**src/rtl/console_pkg.sv**
```systemverilog
// Shared types and constants for the text console writer.
package console_pkg;

  typedef enum logic [1:0] {
    CLR_SCREEN,
    IDLE,
    WR_CHAR,
    CLR_LINE
  } state_t;

  localparam logic [7:0]  CH_CR      = 8'h0D;
  localparam logic [7:0]  CH_LF      = 8'h0A;
  localparam logic [7:0]  CH_BS      = 8'h08;
  localparam logic [7:0]  CH_FF      = 8'h0C;
  localparam logic [31:0] BLANK_WORD = 32'h20202020;

endpackage

```
**src/rtl/text_console_writer.sv**
```systemverilog
// Character-stream front end: turns accepted bytes into byte-masked screenbuffer
// writes at a hardware cursor, with CR/LF/BS/FF handling, wrap and line blanking.
module text_console_writer
  import console_pkg::*;
#(
  parameter logic [31:0] SCREENBUFFER_BASE_ADDR = 32'h8000,
  parameter int          COLS                   = 80,
  parameter int          ROWS                   = 30
) (
  input  logic        clk,
  input  logic        rst,
  input  logic        char_valid,
  input  logic [7:0]  char_data,
  output logic        char_ready,
  output logic [31:0] addr,
  output logic [31:0] wdata,
  output logic [3:0]  wmask,
  output logic        wen,
  input  logic        ready,
  output logic [6:0]  cursor_col,
  output logic [4:0]  cursor_row,
  output logic        busy
);

  localparam int CELLS        = ROWS * COLS;
  localparam int IDX_W        = $clog2(CELLS);
  localparam int SCREEN_WORDS = CELLS / 4;
  localparam int LINE_WORDS   = COLS / 4;
  localparam int CNT_W        = $clog2(SCREEN_WORDS);

  state_t            state_q, state_d;
  logic [6:0]        col_q, col_d;
  logic [4:0]        row_q, row_d;
  logic [CNT_W-1:0]  cnt_q, cnt_d;
  logic [31:0]       addr_q, addr_d;
  logic [31:0]       wdata_q, wdata_d;
  logic [3:0]        wmask_q, wmask_d;
  logic              wen_q, wen_d;

  logic [4:0]        next_row;
  logic [IDX_W-1:0]  idx;
  logic [CNT_W-1:0]  cnt_inc;

  function automatic logic [31:0] screen_addr(input logic [CNT_W-1:0] k);
    return SCREENBUFFER_BASE_ADDR + (32'(k) << 2);
  endfunction

  function automatic logic [31:0] line_addr(input logic [4:0] row, input logic [CNT_W-1:0] k);
    return SCREENBUFFER_BASE_ADDR + 32'(row) * 32'(COLS) + (32'(k) << 2);
  endfunction

  function automatic logic [31:0] char_addr(input logic [IDX_W-1:0] i);
    return SCREENBUFFER_BASE_ADDR + 32'({i[IDX_W-1:2], 2'b00});
  endfunction

  assign next_row   = (row_q == 5'(ROWS - 1)) ? 5'd0 : row_q + 5'd1;
  assign idx        = IDX_W'(row_q) * IDX_W'(COLS) + IDX_W'(col_q);
  assign cnt_inc    = cnt_q + 1'b1;

  assign char_ready = (state_q == IDLE);
  assign busy       = ~char_ready;
  assign addr       = addr_q;
  assign wdata      = wdata_q;
  assign wmask      = wmask_q;
  assign wen        = wen_q;
  assign cursor_col = col_q;
  assign cursor_row = row_q;

  // State, cursor and bus registers; reset abandons any write and restarts the full clear.
  always_ff @(posedge clk) begin
    if (rst) begin
      state_q <= CLR_SCREEN;
      col_q   <= '0;
      row_q   <= '0;
      cnt_q   <= '0;
      addr_q  <= '0;
      wdata_q <= '0;
      wmask_q <= '0;
      wen_q   <= 1'b0;
    end else begin
      state_q <= state_d;
      col_q   <= col_d;
      row_q   <= row_d;
      cnt_q   <= cnt_d;
      addr_q  <= addr_d;
      wdata_q <= wdata_d;
      wmask_q <= wmask_d;
      wen_q   <= wen_d;
    end
  end

  // Next-state decode; the next bus word is loaded on the transition edge so wen rises one cycle later.
  always_comb begin
    state_d = state_q;
    col_d   = col_q;
    row_d   = row_q;
    cnt_d   = cnt_q;
    addr_d  = addr_q;
    wdata_d = wdata_q;
    wmask_d = wmask_q;
    wen_d   = wen_q;
    case (state_q)
      CLR_SCREEN: begin
        if (!wen_q) begin
          wen_d   = 1'b1;
          addr_d  = screen_addr(cnt_q);
          wdata_d = BLANK_WORD;
          wmask_d = 4'hF;
        end else if (ready) begin
          if (cnt_q == CNT_W'(SCREEN_WORDS - 1)) begin
            wen_d   = 1'b0;
            cnt_d   = '0;
            state_d = IDLE;
          end else begin
            cnt_d  = cnt_inc;
            addr_d = screen_addr(cnt_inc);
          end
        end
      end
      IDLE: begin
        if (char_valid) begin
          case (char_data)
            CH_CR: col_d = '0;
            CH_LF: begin
              col_d   = '0;
              row_d   = next_row;
              state_d = CLR_LINE;
              cnt_d   = '0;
              addr_d  = line_addr(next_row, '0);
              wdata_d = BLANK_WORD;
              wmask_d = 4'hF;
              wen_d   = 1'b1;
            end
            CH_BS: begin
              if (col_q != 7'd0) col_d = col_q - 7'd1;
            end
            CH_FF: begin
              col_d   = '0;
              row_d   = '0;
              state_d = CLR_SCREEN;
              cnt_d   = '0;
              addr_d  = screen_addr('0);
              wdata_d = BLANK_WORD;
              wmask_d = 4'hF;
              wen_d   = 1'b1;
            end
            default: begin
              state_d = WR_CHAR;
              addr_d  = char_addr(idx);
              wdata_d = {4{char_data}};
              wmask_d = 4'b0001 << idx[1:0];
              wen_d   = 1'b1;
            end
          endcase
        end
      end
      WR_CHAR: begin
        if (wen_q && ready) begin
          if (col_q < 7'(COLS - 1)) begin
            col_d   = col_q + 7'd1;
            wen_d   = 1'b0;
            state_d = IDLE;
          end else begin
            col_d   = '0;
            row_d   = next_row;
            state_d = CLR_LINE;
            cnt_d   = '0;
            addr_d  = line_addr(next_row, '0);
            wdata_d = BLANK_WORD;
            wmask_d = 4'hF;
          end
        end
      end
      CLR_LINE: begin
        if (wen_q && ready) begin
          if (cnt_q == CNT_W'(LINE_WORDS - 1)) begin
            wen_d   = 1'b0;
            cnt_d   = '0;
            state_d = IDLE;
          end else begin
            cnt_d  = cnt_inc;
            addr_d = line_addr(row_q, cnt_inc);
          end
        end
      end
      default: state_d = CLR_SCREEN;
    endcase
  end

endmodule

```
**config.mk**
```make
export PLATFORM = sky130hd
export DESIGN_NAME = text_console_writer
export DESIGN_NICKNAME = d
export VERILOG_FILES = /design/src/rtl/console_pkg.sv /design/src/rtl/text_console_writer.sv
export SDC_FILE = /design/constraint.sdc
export NUM_CORES = 1
export LEC_CHECK = 0
export BUFFER_PORTS_ARGS = -buffer_cell sky130_fd_sc_hd__buf_2
export CAP_MARGIN = 20
export CORE_ASPECT_RATIO = 2
export CORE_MARGIN = 2
export CORE_UTILIZATION = 45
export CTS_BUF_LIST = sky130_fd_sc_hd__clkbuf_16
export CTS_CLUSTER_SIZE = 24
export DETAILED_ROUTE_END_ITERATION = 10
export GPL_TIMING_DRIVEN = 0
export MAX_ROUTING_LAYER = met4
export PLACE_DENSITY = 0.78
export SYNTH_ARGS = -nofsm -noshare
export SYNTH_HDL_FRONTEND = slang
export SYNTH_SLANG_ARGS = --single-unit
```
**constraint.sdc**
```tcl
create_clock -name clk -period 3 [get_ports clk]
set_input_delay 0.6 -clock clk [delete_from_list [all_inputs] [get_ports clk]]
set_output_delay 0.6 -clock clk [all_outputs]
set_load 0.01 [all_outputs]
```
* Word level (Yosys, flattened, before mapping)
Cells that the tools add are included.
Operators by class: add/subtract/negate cells 11, $mul 3, $lt $le $gt $ge 1, equal/unequal tests 28, shifts and indexed selects 1, muxes and demuxes 64, bitwise operators 1, reduce and logical (&&, ||, !) cells 15
Operators by type and width (count):
- $mux W32 | 12
- $pmux W32 S3 | 2
- $pmux W32 S4 | 1
- $mux W10 | 9
- $add A16 B12 Y17 const A | 5
- $pmux W32 S2 | 1
- $pmux W10 S4 | 1
- $eq A8 B4 Y1 const B | 4
- $mux W7 | 4
- $pmux W7 S2 | 2
- $ne A2 B2 Y1 const B | 13
- $mul A5 B3 Y8 const B | 3
- $mux W5 | 4
- $pmux W5 S2 | 2
- $add A17 B12 Y18 | 1
- $mux W2 | 8
- $mux W4 | 4
- $reduce_and A8 Y1 | 2
- $add A12 B7 Y12 | 1
- $pmux W4 S3 | 1
- $reduce_and A6 Y1 | 2
- $add A10 B1 Y10 const B | 1
- $eq A10 B10 Y1 const B | 1
- $eq A10 B5 Y1 const B | 1
- 26 further kinds | 39
Storage, ports and cells: bits in registers 93, bits of input ports 12, logic and storage cells 132

* Depth between registers and ports, before layout
Gate-level depths: netlist of run 1.
word-level depth 7, mapped depth 13, mapped depth without buffers 13

* Least setup slack after synthesis of run 1
No wires, ideal clock.
path kind register -> register, start register row_q[1] (netlist: cursor_row[1]), end register addr_q[10] (netlist: addr[10]), data arrival time 2.796 ns, path slack 0.084 ns, stages on the path, launching flop included 14, buffers on the path 1, cell sequence dfxtp_1 > inv_1 > ha_1 > and4_1 > clkbuf_1 > or2_2 > nor2_1 > ha_1 > a21o_1 > a21oi_1 > xor2_1 > a32oi_1 > o21ai_0 > o31a_1
Between the ends: word-level cells in the longest chain between the ends 7, elaborated cells between the ends (all ways) 18, classes of those cells add/sub (6); mul (3); eq/ne (1); mux (8)
Ends and longest elaborated chain:
- start: declaration | RTL line text_console_writer.sv:33 | logic [4:0] row_q, row_d;
- start signal: assignment | RTL line text_console_writer.sv:83 | row_q <= row_d;
- branches (longest 6 deep; another with $add A16 B12 Y17)
- $pmux W32 S4 (*) | RTL line text_console_writer.sv:102 | case (state_q)
- end signal: assignment | RTL line text_console_writer.sv:85 | addr_q <= addr_d;
- end: declaration | RTL line text_console_writer.sv:35 | logic [31:0] addr_q, addr_d;
Every way passes the cells marked *. The select of a mux whose other input is x is not followed. A chain may end at the register's enable or synchronous reset.

* Final worst setup path of run 1
Ends and elaborated chain as after synthesis.

==> results.tsv, run 1 <==
stage	metric	value	unit
route	drc	0	
layout	design_area	0.00535	mm2
layout	final_cells	793	
layout	antennaDiodeCount	0	
sta	timing.final.crit_share	0.976	
sta	relSlewSlack	0.281	
die	start_util	0.455	
clocking	clock-sinks	49	
power	sequentialPowerShare	0.292	
critical_path	critPathKind	reg -> reg	
power	p_leak	2.44	nW
critical_path	cpLargestDelayFamily	compound AO/OA/AOI/OAI gates	
clocking	numCtsBuffers	5	
clocking	cts_hold_buf	0	
critical_path	cp_max_fo	9	
layout	final_util	0.555	
route	drtAntennaViolNets	0	
min_path	hp-class	reg -> reg	
critical_path	required	3.24	ns
layout	drive_above_1_share	0.272	
sta	clock.fmax	342	MHz
die	coreArea	0.00964	mm2
placed_design	place_congestion	0.962	
yosys	ys_seq_area_frac	0.224	
critical_path	cp.arrival	3.17	ns
status	outcome	finished, final reports clean	
die	die_area	0.0106	mm2
yosys	synth_cell_type_count	67	
yosys	yosysWarningCount	0	
sta	rsz0062_at_grt	no	
sta	setup_violations	0	
layout	final_nets	708	
critical_path	crit_path_start_kind	flip-flop	
job	max-cap-violations	0	
grt	grt_max_degree	17	
power	p_int	1.77	mW
sta	clock_skew	0.00525	ns
critical_path	rr_startpoint	cursor_row[1]	
die	die_w	73.8	um
placed_design	dpl.hpwl	11.1	mm
power	clkPwrFrac	0.221	
route	wl_per_cell	17.6	um
min_path	hold_path_end	addr[4]	
min_path	worstHoldPathCells	2	
power	ir_drop	336	uV
placed_design	dpl_cell_area	0.00498	mm2
critical_path	r2r_cells	13	
yosys	ys_async_sr_fraction	0	
power	power_density	569	mW/mm2
route	initialDrtViolationCount	277	
die	rows	51	
min_path	worstHoldStart	addr[4]	
critical_path	crit_buf_inv	2	
yosys	ys_ff_latch	49	
critical_path	crit_path_cell_trace	inv_1, ha_1, o211ai_1, a21oi_2, inv_1, ha_1, ha_1, a21o_1, a21oi_2, xor2_1, a32oi_1, o21ai_1, o31a_1	
yosys	syn-instance-count	560	
clocking	cts_buffer_depth	2	
grt	grtUsageTotal	0.268	
critical_path	max_stage_delay	0.39	ns
sta	drv_slew	0	
die	die_h	144	um
critical_path	reg2reg_slack	0.07	ns
clocking	clk_latency	0.30	ns
grt	gr-total-overflow	0	
critical_path	worst_path_max_delay_cell	dfxtp_4	
route	drt_first_pass_iters	4	
route	vias_per_cell	5.79	
sta	tns	0	ns
grt	grt_pass1_wl	21.3	mm
grt	antenna_found_initial	0	
yosys	syn_area	0.00438	mm2
die	ios	95	
sta	final_hold_viol_count	0	
critical_path	path_common_cell	ha_1	
power	combPwrFrac	0.487	
placed_design	io_buffers	72	
power	sw_frac_of_total	0.419	
yosys	yosys_most_used_dff	dfxtp_1	
power	switchingPower	1.27	mW
clocking	h-tree-depth	2	
sta	period_needed	2.93	ns
yosys	postSynthAreaPerCell	7.82	um2
placed_design	dpl.cell_count	783	
route	wirelength	14.0	mm
yosys	synth_edf_count	0	
layout	syn_to_final_growth	22.1	%
clocking	tritoncts	yes	
grt	first_global_vias	4356	
sta	tightest_slew	1.07	ns
critical_path	crit-reg2reg-capture	addr[10]	
clocking	clk_pin_slew	0.07	ns
clocking	clock-root-buffer	clkbuf_16	
critical_path	endpoint_kind	flip-flop	
route	dr_total_vias	4590	
[sequential cells by signal, summed over array words and instances, names as in the netlist]
name and flops:
addr 12, cnt_q 10, cursor_col 7, cursor_row 5, state_q 2, wdata 8
wen 1, wmask 4
[stage by stage]
step / setup slack [ns] / power (mW) / hold WS (ns)
detailed placement: -0.336 / 2.34 / 0.451
finish: 0.0727 / 3.04 / 0.455
floorplan: 0.0843 / 1.89 / 0.470
CTS: 0.00345 / 3.01 / 0.460
global placement: -0.319 / 2.30 / 0.435
global route: 0.00125 / 3.21 / 0.481
[logic make-up after synthesis]
logic type               Yosys count  share of synthesized area
AO/OA/AOI/OAI                    141                      0.218
XOR/XNOR                          29                     0.0611
adder cells (fa/ha/maj)           36                      0.110
buffers and inverters             98                      0.127
flip-flops                        49                      0.224
multiplexers                       8                     0.0211
other                              1                   0.000856
AND/OR/NAND/NOR                  198                      0.239
[how the worst max path moves through the flow]
| stage | startpoint | endpoint | slack, ns | cells past startpoint |
|---|---|---|---|---|
| 5_1_grt | cnt_q[1] | addr[8] | 0.001 | 12 |
| 3_3_place_gp | cursor_row[1] | addr[10] | -0.32 | 13 |
| 3_5_place_dp | cursor_row[1] | addr[10] | -0.34 | 13 |
| 2_1_floorplan | cursor_row[1] | addr[10] | 0.08 | 13 |
| 4_1_cts | cnt_q[1] | addr[7] | 0.003 | 11 |
| 6_report | cursor_row[1] | addr[10] | 0.07 | 13 |
[metal layers]
layer  part of all wire  vias up  routed length [um]  GRT usage
met4              0.070        0                 979      0.189
met1               0.33     2154                4580      0.238
met3              0.044       67                 618     0.0238
li1                   -     2162                   -          -
met5                  0        -                   0          -
met2               0.56      207                7770      0.505
[cell usage in the layout, fill, tap and decap left out, drive strengths merged, types with 6 or more instances in the layout]
cell type  synthesis  routed
dfxtp             49      49
a211oi             9       9
nand4              7       7
inv               20      21
clkbuf            26      31
nand3             20      20
or3                8       8
nor3              18      18
nand2b            12      12
ha                32      32
xor2              16      16
mux2i              8       8
xnor2             12      12
nand2             32      32
a21oi             45      45
a22oi              7       7
o21ai             20      20
buf               52     126
nor2              55      55
a31oi              6       6
and2               6       6
conb               1      20
a221o              6       6
nor2b              7       7
[Yosys cell counts (4+ instances only)]
library cell   n  share of area
buf_2          5         0.0057
nor4_1         5         0.0071
fa_1           4          0.018
a221o_1        6          0.014
nand2b_1      12          0.017
a211oi_1       9          0.015
a31oi_1        6         0.0086
ha_1          32          0.091
and2_1         6         0.0086
and4_1         4         0.0080
a22oi_1        7          0.012
a21oi_1       45          0.051
or2_2          4         0.0057
or3_1          8          0.011
nor2b_1        7          0.010
dfxtp_1       49           0.22
nand4_1        7          0.010
nand3_1       20          0.023
inv_1         20          0.017
xor2_1        16          0.032
nor3_1        17          0.019
o211ai_1       4         0.0069
nand3b_1       5         0.0086
o21ai_0       18          0.021
a311oi_1       5          0.010
mux2i_1        7          0.016
nor2_1        54          0.046
a211o_1        5          0.010
o31ai_1        4         0.0069
a221oi_1       5          0.010
nand2_1       32          0.027
clkbuf_1      25          0.021
xnor2_1       12          0.024
buf_4         44          0.075
[power groups by stage]
stage	registers, mW	clock network [mW]	logic (mW)
global placement	0.894	0	1.41
finish	0.888	0.672	1.48
detailed placement	0.899	0	1.44
floorplan	0.913	0	0.977
CTS	0.885	0.675	1.45
global route	0.903	0.702	1.61
[layout make-up]
type                       count  area, um2
sequential                    49        997
clock buffer                   5        125
fill                         911       4290
multi-input combinational    432       3070
inverter                      20       75.1
buffer                        77        488
tap                          132        165
timing repair buffer          75        383
clock inverter                 3       43.8
[tightest hold or removal path: cells and delay by family (launching register included)]
| family | cells | cell delay [ns] |
|---|---|---|
| flip-flops | 1 | 0.31 |
| AO/OA/AOI/OAI | 1 | 0.05 |
| AND/OR/NAND/NOR | 1 | 0.05 |
[timing repair]
item	4_1_cts	5_1_grt
setup buffers	0	3
endpoints found under the setup margin	6	11
resized for setup	16	31
pin swaps	0	7
Note: power is estimated with default switching activity, not from simulation.
==> run 2, diff against run 1 <==
--- a/config.mk
+++ b/config.mk
@@ -5,7 +5,6 @@
 export SDC_FILE = /design/constraint.sdc
 export NUM_CORES = 1
 export LEC_CHECK = 0
-export BUFFER_PORTS_ARGS = -buffer_cell sky130_fd_sc_hd__buf_2
 export CAP_MARGIN = 20
 export CORE_ASPECT_RATIO = 2
 export CORE_MARGIN = 2
@@ -13,9 +12,10 @@
 export CTS_BUF_LIST = sky130_fd_sc_hd__clkbuf_16
 export CTS_CLUSTER_SIZE = 24
 export DETAILED_ROUTE_END_ITERATION = 10
+export DONT_BUFFER_PORTS = 1
 export GPL_TIMING_DRIVEN = 0
 export MAX_ROUTING_LAYER = met4
-export PLACE_DENSITY = 0.78
+export PLACE_DENSITY = 0.69
 export SYNTH_ARGS = -nofsm -noshare
 export SYNTH_HDL_FRONTEND = slang
 export SYNTH_SLANG_ARGS = --single-unit
==> constraint.sdc (replaced) <==
create_clock -name clk -period 2.5 [get_ports clk]
set_input_delay 0.5 -clock clk [delete_from_list [all_inputs] [get_ports clk]]
set_output_delay 0.5 -clock clk [all_outputs]
set_load 0.01 [all_outputs]
==> run 2 against run 1 <==
- the run now ends with setup timing left
- sequential cell count stayed put
- non-clock buffer count is 51 lower
- worst setup slack got worse by 0.30 ns
- global-route usage rose by 0.33 points
==> results.tsv, run 2 (synthesized netlist as in run 1, its figures left out) <==
stage	metric	value	unit
grt	antenna_found_initial	0	
clocking	clock-root-buffer	clkbuf_16	
power	sw_frac_of_total	0.424	
clocking	tritoncts	yes	
route	drt_first_pass_iters	5	
layout	antennaDiodeCount	0	
power	p_leak	2.22	nW
power	combPwrFrac	0.462	
grt	grtUsageTotal	0.272	
route	drtAntennaViolNets	0	
sta	relSlewSlack	0.547	
layout	largest_register_ffs	12	
route	wirelength	14.2	mm
clocking	h-tree-depth	2	
sta	final_hold_viol_count	0	
power	ir_drop	446	uV
sta	clock.fmax	366	MHz
sta	tns	-0.850	ns
sta	drv_slew	0	
placed_design	dpl.hpwl	10.7	mm
min_path	hp-class	in -> reg	
clocking	numCtsBuffers	5	
grt	grt_max_degree	17	
die	start_util	0.455	
sta	fin_ws	-0.231	ns
sta	setup_violations	5	
sta	whs	0.344	ns
layout	drive_above_1_share	0.269	
power	clkPwrFrac	0.224	
die	coreArea	0.00964	mm2
layout	fillers	880	
die	rows	51	
placed_design	place_congestion	0.973	
clocking	cts_buffer_depth	2	
power	sequentialPowerShare	0.314	
die	ios	95	
die	die_w	73.8	um
status	violations	setup timing	
route	drc	0	
critical_path	cp_max_fo	9	
grt	first_global_vias	4286	
clocking	clock-sinks	49	
die	die_h	144	um
critical_path	cp.arrival	2.95	ns
grt	gr-total-overflow	0	
job	max-cap-violations	0	
sta	clock_skew	0.00559	ns
die	die_area	0.0106	mm2
route	wl_per_cell	19.1	um
route	initialDrtViolationCount	266	
critical_path	endpoint_kind	flip-flop	
layout	final_nets	657	
critical_path	required	2.72	ns
power	switchingPower	1.55	mW
sta	rsz0062_at_grt	yes	
clocking	clk_pin_slew	0.08	ns
layout	final_util	0.564	
clocking	clk_latency	0.30	ns
critical_path	critPathKind	reg -> reg	
route	dr_total_vias	4397	
sta	tightest_slew	0.673	ns
power	p_int	2.10	mW
grt	grt_pass1_wl	21.4	mm
route	vias_per_cell	5.93	
placed_design	io_buffers	0	
layout	design_area	0.00544	mm2
layout	syn_to_final_growth	24.0	%
power	power_density	673	mW/mm2
critical_path	crit_path_start_kind	flip-flop	
sta	timing.final.crit_share	1.09	
status	outcome	finished, violations left	
clocking	cts_hold_buf	0	
sta	period_needed	2.73	ns
layout	final_common_cell	buf_4	
layout	mostFrequentLayoutCells	66 x buf_4, 48 x nor2_1, 39 x a21oi_1, 39 x dfxtp_1, 32 x nand2_1	
placed_design	dpl_cell_area	0.00475	mm2
run 2: path summary, 6_finish.rpt:
check	cells after the start	from	end	slack, ns
worst max register to register	11	cursor_row[2]	addr[11]	-0.23
worst min-delay path	2	char_data[7]	wdata[23]	0.34
worst max-delay path	11	cursor_row[2]	addr[11]	-0.23
worst min register to register	2	addr[15]	addr[15]	0.49
run 2: repair_timing:
item	in CTS	in global routing
setup endpoints to repair	44	20
pin swaps	32	18
gates resized for setup	47	34
setup buffers	17	7
run 2: final cells by class:
| cell class | instances | area, um2 | share of cell area |
|---|---|---|---|
| buffer | 77 | 499 | 0.0919 |
| clock inverter | 3 | 43.8 | 0.00806 |
| multi-input combinational | 432 | 3340 | 0.614 |
| clock buffer | 5 | 125 | 0.0230 |
| tap | 132 | 165 | 0.0304 |
| timing repair buffer | 24 | 173 | 0.0318 |
| sequential | 49 | 1010 | 0.186 |
| inverter | 20 | 77.6 | 0.0143 |
run 2: stage by stage:
step / cells / worst slack (ns) / power, mW
6_report: 742 / -0.231 / 3.66
5_1_grt: 742 / -0.288 / 3.84
4_1_cts: 736 / -0.283 / 3.55
3_5_place_dp: 711 / -0.653 / 2.67
3_3_place_gp: 711 / -0.609 / 2.64
2_1_floorplan: 579 / -0.0605 / 2.28
run 2: power by group through the flow:
stage | combinational, mW | clock, mW | sequential [mW]
after floorplan | 1.18 | 0 | 1.10
after global placement | 1.48 | 0 | 1.16
after detailed placement | 1.50 | 0 | 1.17
after CTS | 1.59 | 0.817 | 1.15
after global routing | 1.82 | 0.845 | 1.17
final | 1.69 | 0.818 | 1.15
run 2: routing by layer:
layer	routed length [um]	share of wire	vias to the layer above	GRT usage
met5	0	0	-	-
met4	1200	0.084	0	0.223
met3	627	0.044	70	0.0358
met2	7740	0.55	192	0.498
met1	4600	0.32	2075	0.231
li1	-	-	2060	-
run 2: critical path: stages (launching register included):
cell and delay [ns]:
dfxtp_4 0.39, ha_1 0.35, ha_1 0.31, a21o_1 0.17
a21oi_2 0.19, xnor2_2 0.14, ha_4 0.31, nand2_1 0.06
a311oi_2 0.25, nor4_1 0.09, nand3b_1 0.19, a311oi_1 0.21
==> run 3, diff against run 2 <==
--- a/config.mk
+++ b/config.mk
@@ -8,14 +8,14 @@
 export CAP_MARGIN = 20
 export CORE_ASPECT_RATIO = 2
 export CORE_MARGIN = 2
-export CORE_UTILIZATION = 45
+export CORE_UTILIZATION = 50
 export CTS_BUF_LIST = sky130_fd_sc_hd__clkbuf_16
 export CTS_CLUSTER_SIZE = 24
 export DETAILED_ROUTE_END_ITERATION = 10
 export DONT_BUFFER_PORTS = 1
 export GPL_TIMING_DRIVEN = 0
 export MAX_ROUTING_LAYER = met4
-export PLACE_DENSITY = 0.69
+export PLACE_DENSITY = 0.75
 export SYNTH_ARGS = -nofsm -noshare
 export SYNTH_HDL_FRONTEND = slang
 export SYNTH_SLANG_ARGS = --single-unit
==> run 3 against run 2 <==
- the run still ends with setup timing left
- worst setup slack got worse by 0.012 ns
- clock power shrank 0.9%
- sequential power about the same
- cell count decreased by 4.9%
- die area down 9.6%
- sequential cell count did not move
- fmax down 0.42%
- combinational power is essentially flat
- critical path type unchanged
==> results.tsv, run 3 (synthesized netlist as in run 1, its figures left out) <==
stage	metric	value	unit
min_path	worstHoldPathCells	2	
route	wl_per_cell	20.1	um
placed_design	place_congestion	0.984	
grt	grt_util_met1	0.263	
clocking	cts_hold_buf	0	
clocking	h-tree-depth	2	
power	sw_frac_of_total	0.422	
power	switchingPower	1.53	mW
layout	multi_input_area	0.00332	mm2
critical_path	max_stage_delay	0.45	ns
grt	grt_pass1_wl	21.7	mm
route	initialDrtViolationCount	251	
layout	final_common_cell	buf_4	
clocking	cts_buffer_depth	2	
layout	final_nets	653	
job	max-cap-violations	0	
sta	fin_ws	-0.242	ns
layout	largest_register_ffs	12	
power	p_leak	2.21	nW
layout	mostFrequentLayoutCells	64 x buf_4, 50 x nor2_1, 40 x dfxtp_1	
route	drt_first_pass_iters	5	
grt	first_global_vias	4215	
power	ir_drop	466	uV
grt	grtUsageTotal	0.297	
critical_path	r2r_cells	12	
critical_path	cpLargestDelayFamily	compound AO/OA/AOI/OAI gates	
sta	clock_skew	0.00541	ns
critical_path	required	2.69	ns
status	violations	setup timing	
die	die_w	70.2	um
sta	tightest_slew	0.692	ns
die	ios	95	
critical_path	crit_cells	12	
clocking	tritoncts	yes	
critical_path	crit_path_cell_trace	inv_4, ha_4, and4_4, or2_4, buf_4, inv_1, ha_2, a21oi_4, xor2_2, a32oi_1, o21ai_1, o31a_1	
critical_path	critPathKind	reg -> reg	
power	clkPwrFrac	0.224	
grt	antenna_found_initial	0	
route	drc	0	
power	p_int	2.09	mW
clocking	clk_latency	0.30	ns
clocking	clk_pin_slew	0.07	ns
clocking	clock-sinks	49	
critical_path	endpoint_kind	flip-flop	
critical_path	cp.arrival	2.93	ns
die	die_area	0.00957	mm2
layout	final_util	0.625	
critical_path	cp_max_fo	7	
layout	fillers	760	
route	drtAntennaViolNets	0	
die	die_h	136	um
grt	gr-total-overflow	0	
sta	final_hold_viol_count	0	
power	power_density	674	mW/mm2
placed_design	io_buffers	0	
sta	relSlewSlack	0.536	
layout	antennaDiodeCount	0	
placed_design	dpl.hpwl	10.5	mm
sta	timing.final.crit_share	1.10	
min_path	hp-class	in -> reg	
sta	period_needed	2.74	ns
layout	syn_to_final_growth	22.4	%
sta	clock.fmax	365	MHz
layout	seq_area	0.00101	mm2
critical_path	worst_path_max_delay_cell	dfxtp_4	
critical_path	crit_path_start_kind	flip-flop	
grt	use_met3	0.0423	
critical_path	crit_buf_inv	3	
grt	use_met2	0.537	
power	sequentialPowerShare	0.318	
clocking	numCtsBuffers	5	
sta	setup_violations	6	
sta	drv_slew	0	
layout	final_cells	706	
status	outcome	finished, violations left	
sta	rsz0062_at_grt	yes	
route	vias_per_cell	6.31	
route	wirelength	14.2	mm
clocking	clock-root-buffer	clkbuf_16	
die	rows	48	
layout	drive_above_1_share	0.267	
die	coreArea	0.00859	mm2
grt	grt_max_degree	17	
route	dr_total_vias	4457	
placed_design	dpl.cell_count	679	
power	combPwrFrac	0.458	
die	start_util	0.510	
grt	busiest_layer	met2	
==> run 3: cell types whose count changed in the layout (fill, tap and decap cells not counted), sizes merged <==
cell,previous run,this run
clkdlybuf4s18,0,1
buf,78,73
dlymetal6s2s,0,1
clkbuf,28,27
==> run 3: worst paths after layout <==
path | endpoint | startpoint | slack, ns
setup / recovery | addr[10] | cursor_row[1] | -0.24
hold / removal | wdata[27] | char_data[3] | 0.35
setup reg to reg | addr[10] | cursor_row[1] | -0.24
hold reg to reg | addr[15] | addr[15] | 0.50
==> run 3: layer usage <==
layer | share of wire | vias up
li1 | - | 2040
met1 | 0.33 | 2122
met2 | 0.53 | 214
met3 | 0.051 | 81
met4 | 0.089 | 0
met5 | 0 | -
==> run 3: layout make-up <==
cell class,count,area share
timing repair buffer,23,0.0331
inverter,20,0.0145
multi-input combinational,432,0.619
clock buffer,5,0.0233
sequential,49,0.188
clock inverter,3,0.00816
buffer,74,0.0910
tap,100,0.0233
==> run 3: through the flow <==
stage | total power, mW | hold slack (ns) | setup WS (ns) | area (um2) | TNS, ns
after floorplan | 2.28 | 0.470 | -0.0605 | 4580 | -0.107
after global placement | 2.63 | 0.488 | -0.538 | 4710 | -7.96
after detailed placement | 2.66 | 0.496 | -0.581 | 4710 | -9.29
after CTS | 3.52 | 0.351 | -0.218 | 5220 | -0.861
after global routing | 3.79 | 0.371 | -0.307 | 5360 | -1.99
final | 3.62 | 0.346 | -0.242 | 5360 | -0.920
==> run 3: power groups by stage <==
stage / combinational [mW] / clock, mW / sequential [mW]
3_3_place_gp: 1.47 / 0 / 1.16
5_1_grt: 1.79 / 0.831 / 1.16
6_report: 1.66 / 0.811 / 1.15
2_1_floorplan: 1.18 / 0 / 1.10
3_5_place_dp: 1.49 / 0 / 1.16
4_1_cts: 1.57 / 0.807 / 1.15
==> run 3: worst register-to-register path: stages (launching register included) <==
cell	delay [ns]
dfxtp_4	0.45
inv_4	0.06
ha_4	0.16
and4_4	0.22
or2_4	0.26
buf_4	0.14
inv_1	0.08
ha_2	0.33
a21oi_4	0.19
xor2_2	0.11
a32oi_1	0.22
o21ai_1	0.13
o31a_1	0.28
==> run 3: timing repair <==
item / CTS / global route
pin swaps: 28 / 18
endpoints found under the setup margin: 39 / 44
gates resized for setup: 49 / 27
buffers inserted: 16 / 7
